## src/rtl/bidcounter_sweep_ctrl_pkg.sv

```systemverilog
// Shared definitions for the bidirectional-counter sweep controller:
// FSM state encoding and the default counter/bound width.
package bidcounter_sweep_ctrl_pkg;

  localparam int DEFAULT_WIDTH = 4;

  typedef enum logic [1:0] {
    IDLE,
    UP,
    DOWN,
    DONE
  } sweep_state_t;

endpackage

```

## src/rtl/bidcounter_sweep_ctrl_if.sv

```systemverilog
// Bundle between the sweep controller and its integration: run requests,
// sweep bounds, counter feedback and the controller's registered outputs.
interface bidcounter_sweep_ctrl_if
  import bidcounter_sweep_ctrl_pkg::*;
#(
  parameter int WIDTH = DEFAULT_WIDTH
);

  logic             start;
  logic             abort;
  logic [WIDTH-1:0] lo;
  logic [WIDTH-1:0] hi;
  logic [WIDTH-1:0] n_sweeps;
  logic [WIDTH-1:0] count;
  logic             ctrl;
  logic             cnt_reset;
  logic             busy;
  logic             done;
  logic             err;
  logic [WIDTH-1:0] sweeps_done;

  modport master (
    output start, abort, lo, hi, n_sweeps, count,
    input  ctrl, cnt_reset, busy, done, err, sweeps_done
  );

  modport slave (
    input  start, abort, lo, hi, n_sweeps, count,
    output ctrl, cnt_reset, busy, done, err, sweeps_done
  );

endinterface

```

## src/rtl/bidcounter_sweep_ctrl.sv

```systemverilog
// Drives an external up/down counter back and forth between lo and hi for a
// requested number of sweeps, turning one count early so it peaks/troughs exactly.
module bidcounter_sweep_ctrl
  import bidcounter_sweep_ctrl_pkg::*;
#(
  parameter int WIDTH    = DEFAULT_WIDTH,
  parameter bit UP_LEVEL = 1'b1
) (
  input logic                    clk,
  input logic                    reset,
  bidcounter_sweep_ctrl_if.slave bus
);

  localparam logic DOWN_LEVEL = ~UP_LEVEL;

  sweep_state_t     state_q, state_n;
  logic [WIDTH-1:0] lo_q, lo_n;
  logic [WIDTH-1:0] hi_q, hi_n;
  logic [WIDTH-1:0] n_q, n_n;
  logic [WIDTH-1:0] sweeps_q, sweeps_n;
  logic [WIDTH-1:0] sweeps_inc;
  logic [WIDTH-1:0] hi_m1;
  logic [WIDTH-1:0] lo_p1;
  logic             ctrl_q, ctrl_n;
  logic             cnt_reset_q, cnt_reset_n;
  logic             busy_q, busy_n;
  logic             done_q, done_n;
  logic             err_q, err_n;

  // The counter moves on the same edge the direction changes, so turning
  // is decided one count before the bound is reached.
  assign hi_m1      = hi_q - WIDTH'(1);
  assign lo_p1      = lo_q + WIDTH'(1);
  assign sweeps_inc = sweeps_q + WIDTH'(1);

  always_comb begin
    state_n     = state_q;
    lo_n        = lo_q;
    hi_n        = hi_q;
    n_n         = n_q;
    sweeps_n    = sweeps_q;
    ctrl_n      = UP_LEVEL;
    cnt_reset_n = 1'b1;
    busy_n      = 1'b0;
    done_n      = 1'b0;
    err_n       = 1'b0;

    case (state_q)
      IDLE: begin
        if (bus.start) begin
          if ((bus.lo < bus.hi) && (bus.n_sweeps != '0)) begin
            state_n     = UP;
            lo_n        = bus.lo;
            hi_n        = bus.hi;
            n_n         = bus.n_sweeps;
            sweeps_n    = '0;
            cnt_reset_n = 1'b0;
            busy_n      = 1'b1;
          end else begin
            err_n = 1'b1;
          end
        end
      end

      UP: begin
        if (bus.abort) begin
          state_n = IDLE;
        end else begin
          cnt_reset_n = 1'b0;
          busy_n      = 1'b1;
          if (bus.count == hi_m1) begin
            state_n = DOWN;
            ctrl_n  = DOWN_LEVEL;
          end
        end
      end

      DOWN: begin
        if (bus.abort) begin
          state_n = IDLE;
        end else if (bus.count == lo_p1) begin
          sweeps_n = sweeps_inc;
          if (sweeps_inc == n_q) begin
            state_n = DONE;
            done_n  = 1'b1;
          end else begin
            state_n     = UP;
            cnt_reset_n = 1'b0;
            busy_n      = 1'b1;
          end
        end else begin
          ctrl_n      = DOWN_LEVEL;
          cnt_reset_n = 1'b0;
          busy_n      = 1'b1;
        end
      end

      DONE: begin
        state_n = IDLE;
      end

      default: begin
        state_n = IDLE;
      end
    endcase
  end

  always_ff @(posedge clk) begin
    if (reset) begin
      state_q     <= IDLE;
      lo_q        <= '0;
      hi_q        <= '0;
      n_q         <= '0;
      sweeps_q    <= '0;
      ctrl_q      <= UP_LEVEL;
      cnt_reset_q <= 1'b1;
      busy_q      <= 1'b0;
      done_q      <= 1'b0;
      err_q       <= 1'b0;
    end else begin
      state_q     <= state_n;
      lo_q        <= lo_n;
      hi_q        <= hi_n;
      n_q         <= n_n;
      sweeps_q    <= sweeps_n;
      ctrl_q      <= ctrl_n;
      cnt_reset_q <= cnt_reset_n;
      busy_q      <= busy_n;
      done_q      <= done_n;
      err_q       <= err_n;
    end
  end

  assign bus.ctrl        = ctrl_q;
  assign bus.cnt_reset   = cnt_reset_q;
  assign bus.busy        = busy_q;
  assign bus.done        = done_q;
  assign bus.err         = err_q;
  assign bus.sweeps_done = sweeps_q;

endmodule

```

## src/flat_wrapper.sv

```systemverilog
// flat-port wrapper written by rule: the top's interface ports become plain ports
module bidcounter_sweep_ctrl_flat import bidcounter_sweep_ctrl_pkg::*;
#(
  parameter int WIDTH    = DEFAULT_WIDTH,
  parameter bit UP_LEVEL = 1'b1
)
  (clk, reset, bus_start, bus_abort, bus_lo, bus_hi, bus_n_sweeps, bus_count, bus_ctrl, bus_cnt_reset, bus_busy, bus_done, bus_err, bus_sweeps_done);
  bidcounter_sweep_ctrl_if #(.WIDTH(WIDTH)) bus_i ();
  input logic clk;
  input logic reset;
  input wire logic [$bits(bus_i.start)-1:0] bus_start;
  input wire logic [$bits(bus_i.abort)-1:0] bus_abort;
  input wire logic [$bits(bus_i.lo)-1:0] bus_lo;
  input wire logic [$bits(bus_i.hi)-1:0] bus_hi;
  input wire logic [$bits(bus_i.n_sweeps)-1:0] bus_n_sweeps;
  input wire logic [$bits(bus_i.count)-1:0] bus_count;
  output wire logic [$bits(bus_i.ctrl)-1:0] bus_ctrl;
  output wire logic [$bits(bus_i.cnt_reset)-1:0] bus_cnt_reset;
  output wire logic [$bits(bus_i.busy)-1:0] bus_busy;
  output wire logic [$bits(bus_i.done)-1:0] bus_done;
  output wire logic [$bits(bus_i.err)-1:0] bus_err;
  output wire logic [$bits(bus_i.sweeps_done)-1:0] bus_sweeps_done;
  assign bus_i.start = bus_start;
  assign bus_i.abort = bus_abort;
  assign bus_i.lo = bus_lo;
  assign bus_i.hi = bus_hi;
  assign bus_i.n_sweeps = bus_n_sweeps;
  assign bus_i.count = bus_count;
  assign bus_ctrl = bus_i.ctrl;
  assign bus_cnt_reset = bus_i.cnt_reset;
  assign bus_busy = bus_i.busy;
  assign bus_done = bus_i.done;
  assign bus_err = bus_i.err;
  assign bus_sweeps_done = bus_i.sweeps_done;
  bidcounter_sweep_ctrl #(.WIDTH(WIDTH), .UP_LEVEL(UP_LEVEL)) u_core (.clk(clk), .reset(reset), .bus(bus_i));
endmodule
```

## config.mk

```make
export PLATFORM = sky130hd
export DESIGN_NAME = bidcounter_sweep_ctrl_flat
export DESIGN_NICKNAME = d
export VERILOG_FILES = /design/src/rtl/bidcounter_sweep_ctrl_pkg.sv /design/src/rtl/bidcounter_sweep_ctrl_if.sv /design/src/rtl/bidcounter_sweep_ctrl.sv /design/src/flat_wrapper.sv
export SDC_FILE = /design/constraint.sdc
export NUM_CORES = 1
export LEC_CHECK = 0
export ABC_AREA = 1
export BUFFER_PORTS_ARGS = -buffer_cell sky130_fd_sc_hd__buf_2
export CORE_MARGIN = 10
export CORE_UTILIZATION = 30
export CTS_BUF_LIST = sky130_fd_sc_hd__clkbuf_4 sky130_fd_sc_hd__clkbuf_8 sky130_fd_sc_hd__clkbuf_16
export DETAILED_ROUTE_END_ITERATION = 6
export HOLD_SLACK_MARGIN = 0.12
export MAX_ROUTING_LAYER = met4
export PLACE_DENSITY = 0.51
export SYNTH_ARGS = -nofsm -noshare
export SYNTH_HDL_FRONTEND = slang
export SYNTH_SLANG_ARGS = --single-unit
```

## constraint.sdc

```tcl
create_clock -name clk -period 2.05 [get_ports clk]
set_input_delay 0.41 -clock clk [delete_from_list [all_inputs] [get_ports clk]]
set_output_delay 0.41 -clock clk [all_outputs]
set_load 0.02 [all_outputs]
```

==> results.md, run 1 <==
- Outcome: finished, final reports clean
- Starting density of the core: 30.8%
- Die boundary width: between 90 and 100 um
- Count of pins over their slew limit: 0
- Drc violations: 0
- Highest attainable clock frequency: approximately 600 MHz
- DR vias: approximately 1400
- Max IR drop VDD: 452 uV
- Switching part of the total: between 40% and 50%
- Area added between synthesis and finish: 15.8%
- Unrepaired setup endpoints after global routing: false
- Areal power density over the cells: 1070 nW/um^2
- Die area: approximately 8500 um^2
- Worst-margin pin slew: just under 0.5 ns
- Share of power burned in registers: 31.6%
- Type of the worst setup path: reg -> reg
- Post-layout utilization of the core: 35.7%
- Maximum count of clock buffers along a single path: 2
- Crit path capture type: flop
- Flop and latch count out of synthesis: 23
- Antenna diodes: 0
- CTS Sinks: 23
- Time the final worst path needs with I/O delays and setup: 1.66 ns
- Via density per instance: ~4.3
- Slack of the worst reg-to-reg path: 0.39 ns
- Inserted Clock Buffers: 3
- Post-synth net total: approximately 260
- Final worst-path cycle share: approximately four fifths
- Comb pwr share: a little over half
- Antenna violations before repair: 0
- Cell type with the largest total area after synthesis: dfxtp_1
- Net count of the finished layout: around 290
- Global-route wire length before repair: around 6.4 mm
- Static power due to leakage: around 0.90 nW
- Most common cell on crit path: nand2_1
- Antenna violation net count after detailed routing: 0
- Setup violators final: 0
- Reg-to-reg endpoint: u_core.bus.sweeps_done[0]
- Headroom to the max-slew limit: roughly two thirds
- Sum of overflow across all layers after global routing: 0
- Critical path fanouts, max: 7
- Final hold viol count: 0
- First drt pass iteration count: 4
- First element of the critical path: u_core.lo_q[0]
- Crit-path max cell delay: about 0.43 ns
- Tot Pwr: just under 2 mW
- DRC violation total after the first TritonRoute iteration: 63
- Post-CTS Resized: 0
- Tot GR Track Use: a little under a tenth
- Setup clock skew after layout: approximately 0.0024 ns
- Max_cap viols: 0
- Pin count of the biggest net entering global routing: 22
- Count of input and output buffers: 28
- Warnings from Yosys: 0
- Fraction of layout cells with a size suffix above 1: about a quarter
- Quantity of hold-fixing buffers added after cts: 0
- Vertical die dimension: around 92 um
- Distinct cells, synth: 29
- Series of cell instances along the critical path: ha_1 > inv_1 > nand2_1 > nand2_1 > nand2_1 > nor2_2 > nand3_2 > nand2_4 > nand2_2 > nand2_1 > nand2_1 > nor2_1
- Avg WL per Cell: 11.3 um
- Layout Cells excl Fill: roughly 330
- Post-synthesis sequential area ratio: 29.4%
- Kind of launch point of the worst setup path: flop
- Worst path slowest cell: dfxtp_1
- Total internal power: between 1 and 1.5 mW
- Worst r2r path cells: 12
- Number of rows in the core area: 26
- TritonCTS clock tree: built
- Final Wtd Congestion: approximately 0.83
- Endpoint arrival time on the critical path: 1.87 ns
- Accumulated negative setup slack: 0 ns
- Highest signal layer in the routed design: met4
- Detailed Place HPWL: roughly 3 mm
- Syn_area_per_cell: about 6.8 um^2
- Largest cells by area after synthesis: dfxtp_1 (29%), nand2_1 (15%), ha_1 (8.8%)
- Data required time of the critical path: around 2.3 ns
- Clock-pin transition on the worst setup and hold timing paths: ~0.080 ns
- Number of filler instances in the final layout: 561
- Hold/Removal Path Class: in -> reg
- Maximum level of the CTS H-tree: 1
- Net switching power of the design: between 800 and 900 uW
- Wire length on met3: approximately 160 um
- Portion of total power attributed to the clock network: between 10% and 20%
- Design Area, Final: ~1800 um^2
- Area of placed instances: around 1800 um^2
- Post-Synthesis Cell Area: ~1600 um^2
- Wire length on met1: between 1.5 and 2 mm
- # IOs: 29
- Root Buffer: clkbuf_8
- Via count of the first global-routing pass: 1393
- Final routed wirelength across all metal layers: about 3.7 mm
- Start of the worst register-to-register path: u_core.lo_q[0]
- Clk Latency, worst-skew pair: around 0.27 ns
- Mapped Cells: 231
- End point of the critical path: u_core.bus.sweeps_done[0]
- Buffer count from post-CTS setup fixing: 0
- Share of Yosys cell area claimed by the top area cell type: ~29%
- Core Box Area: around 5000 um^2
- DP Cell Count: between 300 and 400
- DR WL met2: 1.67 mm
[state kept, by name, indices dropped and copies added, names as in the netlist]
signal / flops
u_core.hi_q: 4
u_core.bus.busy: 1
u_core.state_q: 2
u_core.bus.sweeps_done: 4
u_core.bus.ctrl: 1
u_core.n_q: 4
u_core.bus.done: 1
u_core.lo_q: 4
u_core.bus.err: 1
u_core.bus.cnt_reset: 1
[through the flow]
stage	setup WS, ns	hold WS [ns]
global placement	0.201	0.472
global route	0.145	0.425
detailed placement	0.161	0.460
CTS	0.366	0.418
floorplan	0.357	0.445
finish	0.394	0.419
[layout make-up]
class	instances	area, um^2	area share, %
tap	70	87.6	4.83
clock buffer	4	48.8	2.69
sequential	23	460	25.4
inverter	35	131	7.25
multi-input combinational	168	922	50.9
timing repair buffer	31	163	8.97
[power groups by stage]
| stage | Sequential [mW] | Combinational (mW) | Clock, mW |
|---|---|---|---|
| 2_1_floorplan | 0.667 | 0.799 | 0 |
| 3_3_place_gp | 0.628 | 1.03 | 0 |
| 3_5_place_dp | 0.628 | 1.03 | 0 |
| 4_1_cts | 0.618 | 1.04 | 0.314 |
| 5_1_grt | 0.632 | 1.19 | 0.334 |
| 6_report | 0.615 | 1.03 | 0.302 |
[layout by cell type (no fill, tap or decap), drive strengths merged]
master	count
nand3	20
a21oi	21
nand2	68
a21o	1
xor2	2
buf	31
clkbuf	4
xnor2	1
clkinv	2
nor2	27
nand4	6
nor3	1
ha	11
inv	33
o21ai	9
or2	1
dfxtp	23
[critical path: cells and delay by family, from the launching register on]
kind / cells / cell delay [ns]
and+or+nand+nor: 10 / 0.85
adders and majority gates: 1 / 0.27
buffers and inverters: 1 / 0.05
DFF: 1 / 0.43
[worst min path at each step]
| stage | from | end | slack [ns] | cells past startpoint |
|---|---|---|---|---|
| after floorplan | u_core.n_q[2] | u_core.n_q[2] | 0.44 | 2 |
| after global placement | u_core.n_q[2] | u_core.n_q[2] | 0.47 | 2 |
| after detailed placement | u_core.hi_q[2] | u_core.hi_q[2] | 0.46 | 2 |
| after CTS | bus_lo[1] | u_core.lo_q[1] | 0.42 | 3 |
| after global routing | bus_n_sweeps[1] | u_core.n_q[1] | 0.42 | 3 |
| final | reset | u_core.n_q[0] | 0.42 | 2 |
[synth_stat cells (all sizes together)]
| cell | instances |
|---|---|
| a21o | 1 |
| a21oi | 21 |
| buf | 3 |
| clkbuf | 2 |
| clkinv | 2 |
| dfxtp | 23 |
| ha | 11 |
| inv | 33 |
| nand2 | 68 |
| nand3 | 20 |
| nand4 | 6 |
| nor2 | 27 |
| nor3 | 1 |
| o21ai | 9 |
| or2 | 1 |
| xnor2 | 1 |
| xor2 | 2 |
[routing by layer]
metal / global-route usage, % / vias to the layer above
li1: - / 790
met1: 11.3 / 603
met2: 15.0 / 24
met3: 2.44 / 4
met4: 2.31 / 0
met5: - / -
[kinds of logic after synthesis]
logic type	after synthesis	share of synthesized area (%)
AND/OR/NAND/NOR	123	36.0
buffers and inverters	40	11.7
AO/OA/AOI/OAI	31	12.5
flip-flops	23	29.4
adder cells (fa/ha/maj)	11	8.79
XOR/XNOR	3	1.68
Power figures use the tool's default switching activity.
==> run 2: changes to the inputs <==
--- a/config.mk
+++ b/config.mk
@@ -5,7 +5,7 @@
 export SDC_FILE = /design/constraint.sdc
 export NUM_CORES = 1
 export LEC_CHECK = 0
-export ABC_AREA = 1
+export ABC_AREA = 0
 export BUFFER_PORTS_ARGS = -buffer_cell sky130_fd_sc_hd__buf_2
 export CORE_MARGIN = 10
 export CORE_UTILIZATION = 30
@@ -13,7 +13,7 @@
 export DETAILED_ROUTE_END_ITERATION = 6
 export HOLD_SLACK_MARGIN = 0.12
 export MAX_ROUTING_LAYER = met4
-export PLACE_DENSITY = 0.51
+export PLACE_DENSITY = 0.54
 export SYNTH_ARGS = -nofsm -noshare
 export SYNTH_HDL_FRONTEND = slang
 export SYNTH_SLANG_ARGS = --single-unit
==> constraint.sdc (replaced) <==
create_clock -name clk -period 1.5 [get_ports clk]
set_input_delay 0.3 -clock clk [delete_from_list [all_inputs] [get_ports clk]]
set_output_delay 0.3 -clock clk [all_outputs]
set_load 0.02 [all_outputs]
==> run 2 against run 1 <==
Sequential power increased by 15%. Clock power rose by 33%. Register-to-register slack lost 0.68 ns. The flow now finishes with violations (setup timing). Count of clock-buffer cells in the layout stayed put. Via count shrank 13%. Sequential share of layout area shrank 2.1 points. Critical path depth is 7 lower.
==> results.md, run 2 <==
- Number of rows in the core area: 24 (-7.7%)
- Wire length on met3: 138 um (-15%)
- Die boundary width: 88.5 um (-4.0%)
- Crit-path max cell delay: 0.44 ns (about the same)
- Switching part of the total: 33.5% (-11 points)
- Family of cells with the greatest summed delay on the critical path: XOR/XNOR gates
- Die area: 7830 um^2 (-7.9%)
- CTS Sinks: 23 (unchanged)
- Crit path capture type: flop
- DR WL met2: 1.76 mm (+5.5%)
- Wire length on met1: 1.73 mm (-7.5%)
- Tot GR Track Use: 10.0% (+0.67 points)
- DRC violation total after the first TritonRoute iteration: 40 (-37%)
- Unrepaired setup endpoints after global routing: true
- Starting density of the core: 31.7% (+0.83 points)
- First drt pass iteration count: 4 (unchanged)
- Core Box Area: 4440 um^2 (-12%)
- Portion of total power attributed to the clock network: 20.3% (+4.8 points)
- Worst-margin pin slew: 0.581 ns (+0.0898 ns)
- Post-Synthesis Cell Area: 1410 um^2 (-10%)
- Final hold viol count: 0 (unchanged)
- Maximum count of clock buffers along a single path: 2 (unchanged)
- Cell type with the largest total area after synthesis: dfxtp_1
- Final Wtd Congestion: 0.848 (+1.8%)
- Maximum level of the CTS H-tree: 1 (unchanged)
- Hold/Removal Path Class: in -> reg
- Antenna violations before repair: 0 (unchanged)
- Global-route wire length before repair: 6.13 mm (-4.5%)
- Critical path fanouts, max: 4 (-3)
- FFs w/ async S/R, synth: 0% (unchanged)
- Post-layout utilization of the core: 45.8% (+10 points)
- # IOs: 29 (unchanged)
- Count of pins over their slew limit: 0 (unchanged)
- Avg WL per Cell: 14.2 um (+25%)
- Most common cell on crit path: a211oi_2
- Area added between synthesis and finish: 44.6%
- Final worst hold slack: 0.286 ns (-0.134 ns)
- Time the final worst path needs with I/O delays and setup: 1.79 ns (+0.132 ns)
- Net count of the finished layout: 238 (-19%)
- Count of input and output buffers: 28 (unchanged)
- Headroom to the max-slew limit: 61.1% (-6.2 points)
- Series of cell instances along the critical path: xor3_1 > nor3_4 > a211oi_2 > a211oi_2 > mux2i_1
- Share of power burned in registers: 35.7% (+4.1 points)
- Vertical die dimension: 88.5 um (-4.0%)
- Post-synthesis sequential area ratio: 32.7% (+3.3 points)
- Data required time of the critical path: 1.69 ns (-0.57 ns)
- Highest signal layer in the routed design: met4
- Area of placed instances: 1940 um^2 (+10%)
- Antenna violation net count after detailed routing: 0 (unchanged)
- Drc violations: 0 (unchanged)
- Flop and latch count out of synthesis: 23 (unchanged)
- Syn_area_per_cell: 9.71 um^2 (+43%)
- Mapped Cells: 145 (-37%)
- Endpoint arrival time on the critical path: 1.98 ns (+0.11 ns)
- Largest cells by area after synthesis: dfxtp_1 (33%), mux2i_1 (11%), ha_1 (9.8%)
- Post-synth net total: 176 (-33%)
- Detailed Place HPWL: 3.10 mm (+2.4%)
- Max_cap viols: 0 (unchanged)
- Number of enable flip-flop cells after synthesis: 0 (unchanged)
- Via count of the first global-routing pass: 1375 (-1.3%)
- Clock-pin transition on the worst setup and hold timing paths: 0.08 ns (about the same)
- Antenna diodes: 0 (unchanged)
- DR vias: 1233 (-13%)
- TritonCTS clock tree: built
- Highest attainable clock frequency: 559 MHz (-7.4%)
- Comb pwr share: 44.0% (-8.9 points)
- Design Area, Final: 2040 um^2 (+12%)
- Total internal power: 1.32 mW (+23%)
- Setup slack after layout: -0.288 ns (-0.682 ns)
- Failing checks: setup timing
- Net switching power of the design: 666 uW (-24%)
- Distinct cells, synth: 41 (+41%)
- Commonest cells after routing, fill and taps aside: buf_4 (31), buf_2 (28), nor2_1 (18)
- Quantity of hold-fixing buffers added after cts: 0 (unchanged)
- Commonest non-fill, non-tap cell in the layout: buf_4
- Root Buffer: clkbuf_8
- Areal power density over the cells: 975 nW/um^2 (-9.2%)
- Setup clock skew after layout: 0.00182 ns (-0.000543 ns)
- Tot Pwr: 1.99 mW (+1.9%)
- Setup violators final: 10 (+10)
- Type of the worst setup path: reg -> reg
- Crit path buffers/inverters: 0 (-1)
- Sum of overflow across all layers after global routing: 0 (unchanged)
- Top flip-flop cell by instance count after synthesis: dfxtp_1
- Pin count of the biggest net entering global routing: 16 (-27%)
- Final worst-path cycle share: 119% (+38 points)
- Static power due to leakage: 0.941 nW (+4.0%)
- Final routed wirelength across all metal layers: 3.66 mm (-2.2%)
- Accumulated negative setup slack: -2.02 ns (-2.02 ns)
- Outcome: finished, violations left
- Warnings from Yosys: 0 (unchanged)
- Share of Yosys cell area claimed by the top area cell type: 32.7% (+3.3 points)
- Fraction of layout cells with a size suffix above 1: 44.2% (+21 points)
- Inserted Clock Buffers: 3 (unchanged)
- Kind of launch point of the worst setup path: flop
- Via density per instance: 4.78 (+11%)
- Worst path slowest cell: xor3_1
- Clk Latency, worst-skew pair: 0.26 ns (about the same)
- Cell with the most instances after synthesis: dfxtp_1
- Max IR drop VDD: 407 uV (-10%)
- Leading post-synthesis cells by instance count: dfxtp_1 (23), nor2_1 (18), mux2i_1 (16)
## run 2: cell types whose count changed in the layout (fill, tap and decap cells not counted), sizes merged, moves of 3 or more
cell | before | now
buf | 31 | 61
nor3 | 1 | 4
o21ai | 9 | 4
a21oi | 21 | 2
mux2i | 0 | 16
nand2b | 0 | 6
nand2 | 68 | 1
xnor2 | 1 | 9
nand3 | 20 | 2
inv | 33 | 11
nor2 | 27 | 18
a211oi | 0 | 3
## run 2: final cells by class
class,count,area [um^2]
Sequential cell,23,474
Tap cell,52,65.1
Clock buffer,4,48.8
Timing Repair Buffer,61,404
Multi-Input combinational cell,107,1000
Fill cell,435,2410
Inverter,11,41.3
## run 2: power by group through the flow
stage          clock network, mW  registers, mW  logic, mW
2_1_floorplan                  0          0.749      0.538
3_3_place_gp                   0          0.723      0.834
3_5_place_dp                   0          0.725      0.850
4_1_cts                    0.426          0.710      0.855
5_1_grt                    0.450          0.716      0.957
6_report                   0.403          0.710      0.873
## run 2: what timing repair did
item | 4_1_cts | 5_1_grt
pin swaps | 6 | 6
gates resized for setup | 1 | 7
setup buffers | 0 | 1
gates cloned | 0 | 0
endpoints found under the setup margin | 10 | 21
## run 2: kinds of logic (layout without fill, tap and decap cells)
family | count (synthesis) | after routing | synth area share [%]
adders and majority gates | 11 | 11 | 9.78
xor gates and xnor gates | 16 | 16 | 13.1
buffers and inverters | 15 | 76 | 4.09
muxes | 16 | 16 | 11.4
AOI/OAI and AO/OA | 21 | 21 | 12.1
and+or+nand+nor | 43 | 43 | 16.9
DFF | 23 | 23 | 32.7
## run 2: final timing paths
check	startpoint	slack (ns)	depth (start not counted)	to
setup / recovery	u_core.lo_q[2]	-0.29	5	u_core.state_q[1]
hold / removal	bus_hi[3]	0.29	3	u_core.hi_q[3]
setup reg to reg	u_core.lo_q[2]	-0.29	5	u_core.state_q[1]
hold reg to reg	u_core.hi_q[3]	0.54	2	u_core.hi_q[3]
## run 2: routing by layer
metal / global-route usage [%] / vias up
met1: 11.5 / 571
met2: 17.3 / 24
li1: - / 633
met5: - / -
met4: 2.35 / 0
met3: 2.02 / 5
## run 2: stage by stage
step                      setup slack, ns  std cells
after global placement             -0.351        253
after floorplan                    -0.137        145
after CTS                          -0.284        257
after detailed placement           -0.427        253
after global routing               -0.389        258
final                              -0.288        258
## run 2: worst register-to-register path, delay by kind of cell, from the launching register on
kind | cells | cell delay [ns]
flops | 1 | 0.33
compound gates | 2 | 0.43
simple gates | 1 | 0.29
mux | 1 | 0.23
xor+xnor | 1 | 0.44
==> run 3: changes to the inputs <==
--- a/config.mk
+++ b/config.mk
@@ -11,9 +11,10 @@
 export CORE_UTILIZATION = 30
 export CTS_BUF_LIST = sky130_fd_sc_hd__clkbuf_4 sky130_fd_sc_hd__clkbuf_8 sky130_fd_sc_hd__clkbuf_16
 export DETAILED_ROUTE_END_ITERATION = 6
+export GPL_ROUTABILITY_DRIVEN = 0
 export HOLD_SLACK_MARGIN = 0.12
 export MAX_ROUTING_LAYER = met4
-export PLACE_DENSITY = 0.54
+export PLACE_DENSITY = 0.52
 export SYNTH_ARGS = -nofsm -noshare
 export SYNTH_HDL_FRONTEND = slang
 export SYNTH_SLANG_ARGS = --single-unit
==> run 3 against run 2 <==
The run still ends with setup timing left. Count of clock-buffer cells in the layout stayed put. Critical path depth is 1 higher. First-iteration DRC count rose by 73%. Power rose by 2.6%. Flip-flop and latch count is the same. Sequential share of layout area is 0.58 points lower. Sequential power about the same. Combinational power grew 4.7%. Via count rose by 3.8%. Die area unchanged. Largest power group unchanged.
==> results.md, run 3 (synthesized netlist as in run 2, its figures left out) <==
- Outcome: finished, violations left
- Failing checks: setup timing
- Detailed Place HPWL: 3.05 mm (-1.3%)
- Drc violations: 0 (unchanged)
- Sequential standard cell area: 475 um^2 (+0.26%)
- Maximum count of clock buffers along a single path: 2 (unchanged)
- Count of pins over their slew limit: 0 (unchanged)
- Die boundary width: 88.5 um (unchanged)
- Final routed wirelength across all metal layers: 3.68 mm (+0.77%)
- Post-layout utilization of the core: 47.1% (+1.3 points)
- Worst-margin pin slew: 0.648 ns (+0.0667 ns)
- Quantity of hold-fixing buffers added after cts: 0 (unchanged)
- DP Cell Count: 257 (+1.6%)
- Global-route wire length before repair: 6.20 mm (+1.1%)
- Areal power density over the cells: 974 nW/um^2 (-0.18%)
- Via density per instance: 4.87 (+1.8%)
- Max_cap viols: 0 (unchanged)
- Pre-CTS worst setup slack: -0.329 ns (+0.0975 ns)
- Die area: 7830 um^2 (unchanged)
- Net count of the finished layout: 243 (+2.1%)
- Setup violators final: 10 (unchanged)
- Time the final worst path needs with I/O delays and setup: 1.73 ns (-0.0527 ns)
- Endpoint arrival time on the critical path: 1.93 ns (-0.05 ns)
- Sum of overflow across all layers after global routing: 0 (unchanged)
- Final worst-path cycle share: 116% (-3.5 points)
- Critical path fanouts, max: 2 (-2)
- Footprint of the multi-input gates: 1010 um^2 (+1.1%)
- Unrepaired setup endpoints after global routing: true
- Final hold viol count: 0 (unchanged)
- Pin count of the biggest net entering global routing: 19 (+3)
- Setup clock skew after layout: 0.00160 ns (-0.000218 ns)
- Kind of launch point of the worst setup path: flop
- Antenna violation net count after detailed routing: 0 (unchanged)
- Root Buffer: clkbuf_8
- Avg WL per Cell: 14.0 um (-1.1%)
- Hold/Removal Path Class: in -> reg
- Vertical die dimension: 88.5 um (unchanged)
- Number of rows in the core area: 24 (unchanged)
- Headroom to the max-slew limit: 56.6% (-4.5 points)
- Antenna diodes: 0 (unchanged)
- Commonest non-fill, non-tap cell in the layout: buf_4
- Data required time of the critical path: 1.70 ns (about the same)
- DR vias: 1280 (+3.8%)
- Via count of the first global-routing pass: 1347 (-2.0%)
- Core Box Area: 4440 um^2 (unchanged)
- Count of input and output buffers: 28 (unchanged)
- Highest attainable clock frequency: 576 MHz (+3.0%)
- Number of filler instances in the final layout: 436 (+0.23%)
- DRC violation total after the first TritonRoute iteration: 69 (+73%)
- Crit path capture type: flop
- Static power due to leakage: 0.969 nW (+2.9%)
- Antenna violations before repair: 0 (unchanged)
- Maximum level of the CTS H-tree: 1 (unchanged)
- Setup slack after layout: -0.235 ns (+0.0527 ns)
- CTS Sinks: 23 (unchanged)
- Layout Cells excl Fill: 263 (+1.9%)
- Clk Latency, worst-skew pair: 0.26 ns (about the same)
- Commonest cells after routing, fill and taps aside: buf_4 (34), buf_2 (28), nor2_1 (18)
- Tot GR Track Use: 10.3% (+0.34 points)
- Area added between synthesis and finish: 48.7%
- # IOs: 29 (unchanged)
- Fraction of layout cells with a size suffix above 1: 46.4% (+2.3 points)
- Clock-pin transition on the worst setup and hold timing paths: 0.08 ns (about the same)
- Max IR drop VDD: 448 uV (+10%)
- Starting density of the core: 31.7% (unchanged)
- TritonCTS clock tree: built
- Type of the worst setup path: reg -> reg
- First drt pass iteration count: 4 (unchanged)
- Final worst hold slack: 0.289 ns (+0.00299 ns)
- Inserted Clock Buffers: 3 (unchanged)
-- run 3: cell types whose count changed in the layout (fill, tap and decap cells not counted), sizes merged --
cell / change
buf: +5
-- run 3: where the power goes --
| part | total [mW] | internal (mW) | switching (mW) |
|---|---|---|---|
| sequential | 0.710 | 0.675 | 0.0350 |
| combinational | 0.914 | 0.465 | 0.450 |
| clock | 0.414 | 0.208 | 0.206 |
| total | 2.04 | 1.35 | 0.691 |
-- run 3: metal layers --
layer / track usage, % / vias to the layer above / share of wire, %
li1: - / 642 / -
met1: 11.3 / 602 / 44
met2: 18.4 / 32 / 51
met3: 2.76 / 4 / 4.3
met4: 2.06 / 0 / 0.73
met5: - / - / 0
-- run 3: worst paths after layout --
path / start / to / slack (ns) / cells after the start
setup / recovery: u_core.bus.sweeps_done[1] / u_core.state_q[1] / -0.23 / 6
hold / removal: bus_hi[1] / u_core.hi_q[1] / 0.29 / 3
setup reg to reg: u_core.bus.sweeps_done[1] / u_core.state_q[1] / -0.23 / 6
hold reg to reg: u_core.state_q[1] / u_core.state_q[1] / 0.52 / 2
-- run 3: what timing repair did --
item,4_1_cts,5_1_grt
endpoints found under the setup margin,10,16
pin swaps,4,9
gates resized for setup,1,13
gates cloned,0,0
setup buffers,1,1
-- run 3: final cells by class --
class	instances	area share, %
Clock buffer	4	2.33
Sequential cell	23	22.7
Inverter	11	1.97
Multi-Input combinational cell	107	48.4
Tap cell	52	3.11
Timing Repair Buffer	66	21.5
-- run 3: metrics by stage --
step,instance area [um^2],power (mW),TNS (ns)
2_1_floorplan,1510,1.29,-0.496
3_3_place_gp,1970,1.57,-4.61
3_5_place_dp,1970,1.59,-5.03
4_1_cts,2030,2.02,-1.90
5_1_grt,2090,2.19,-2.82
6_report,2090,2.04,-1.73
-- run 3: worst max-delay path: stages, from the launching register on --
cell	delay [ns]
dfxtp_4	0.36
ha_4	0.24
xor2_1	0.15
nor3_2	0.24
a31oi_1	0.12
or4_1	0.43
mux2i_1	0.14
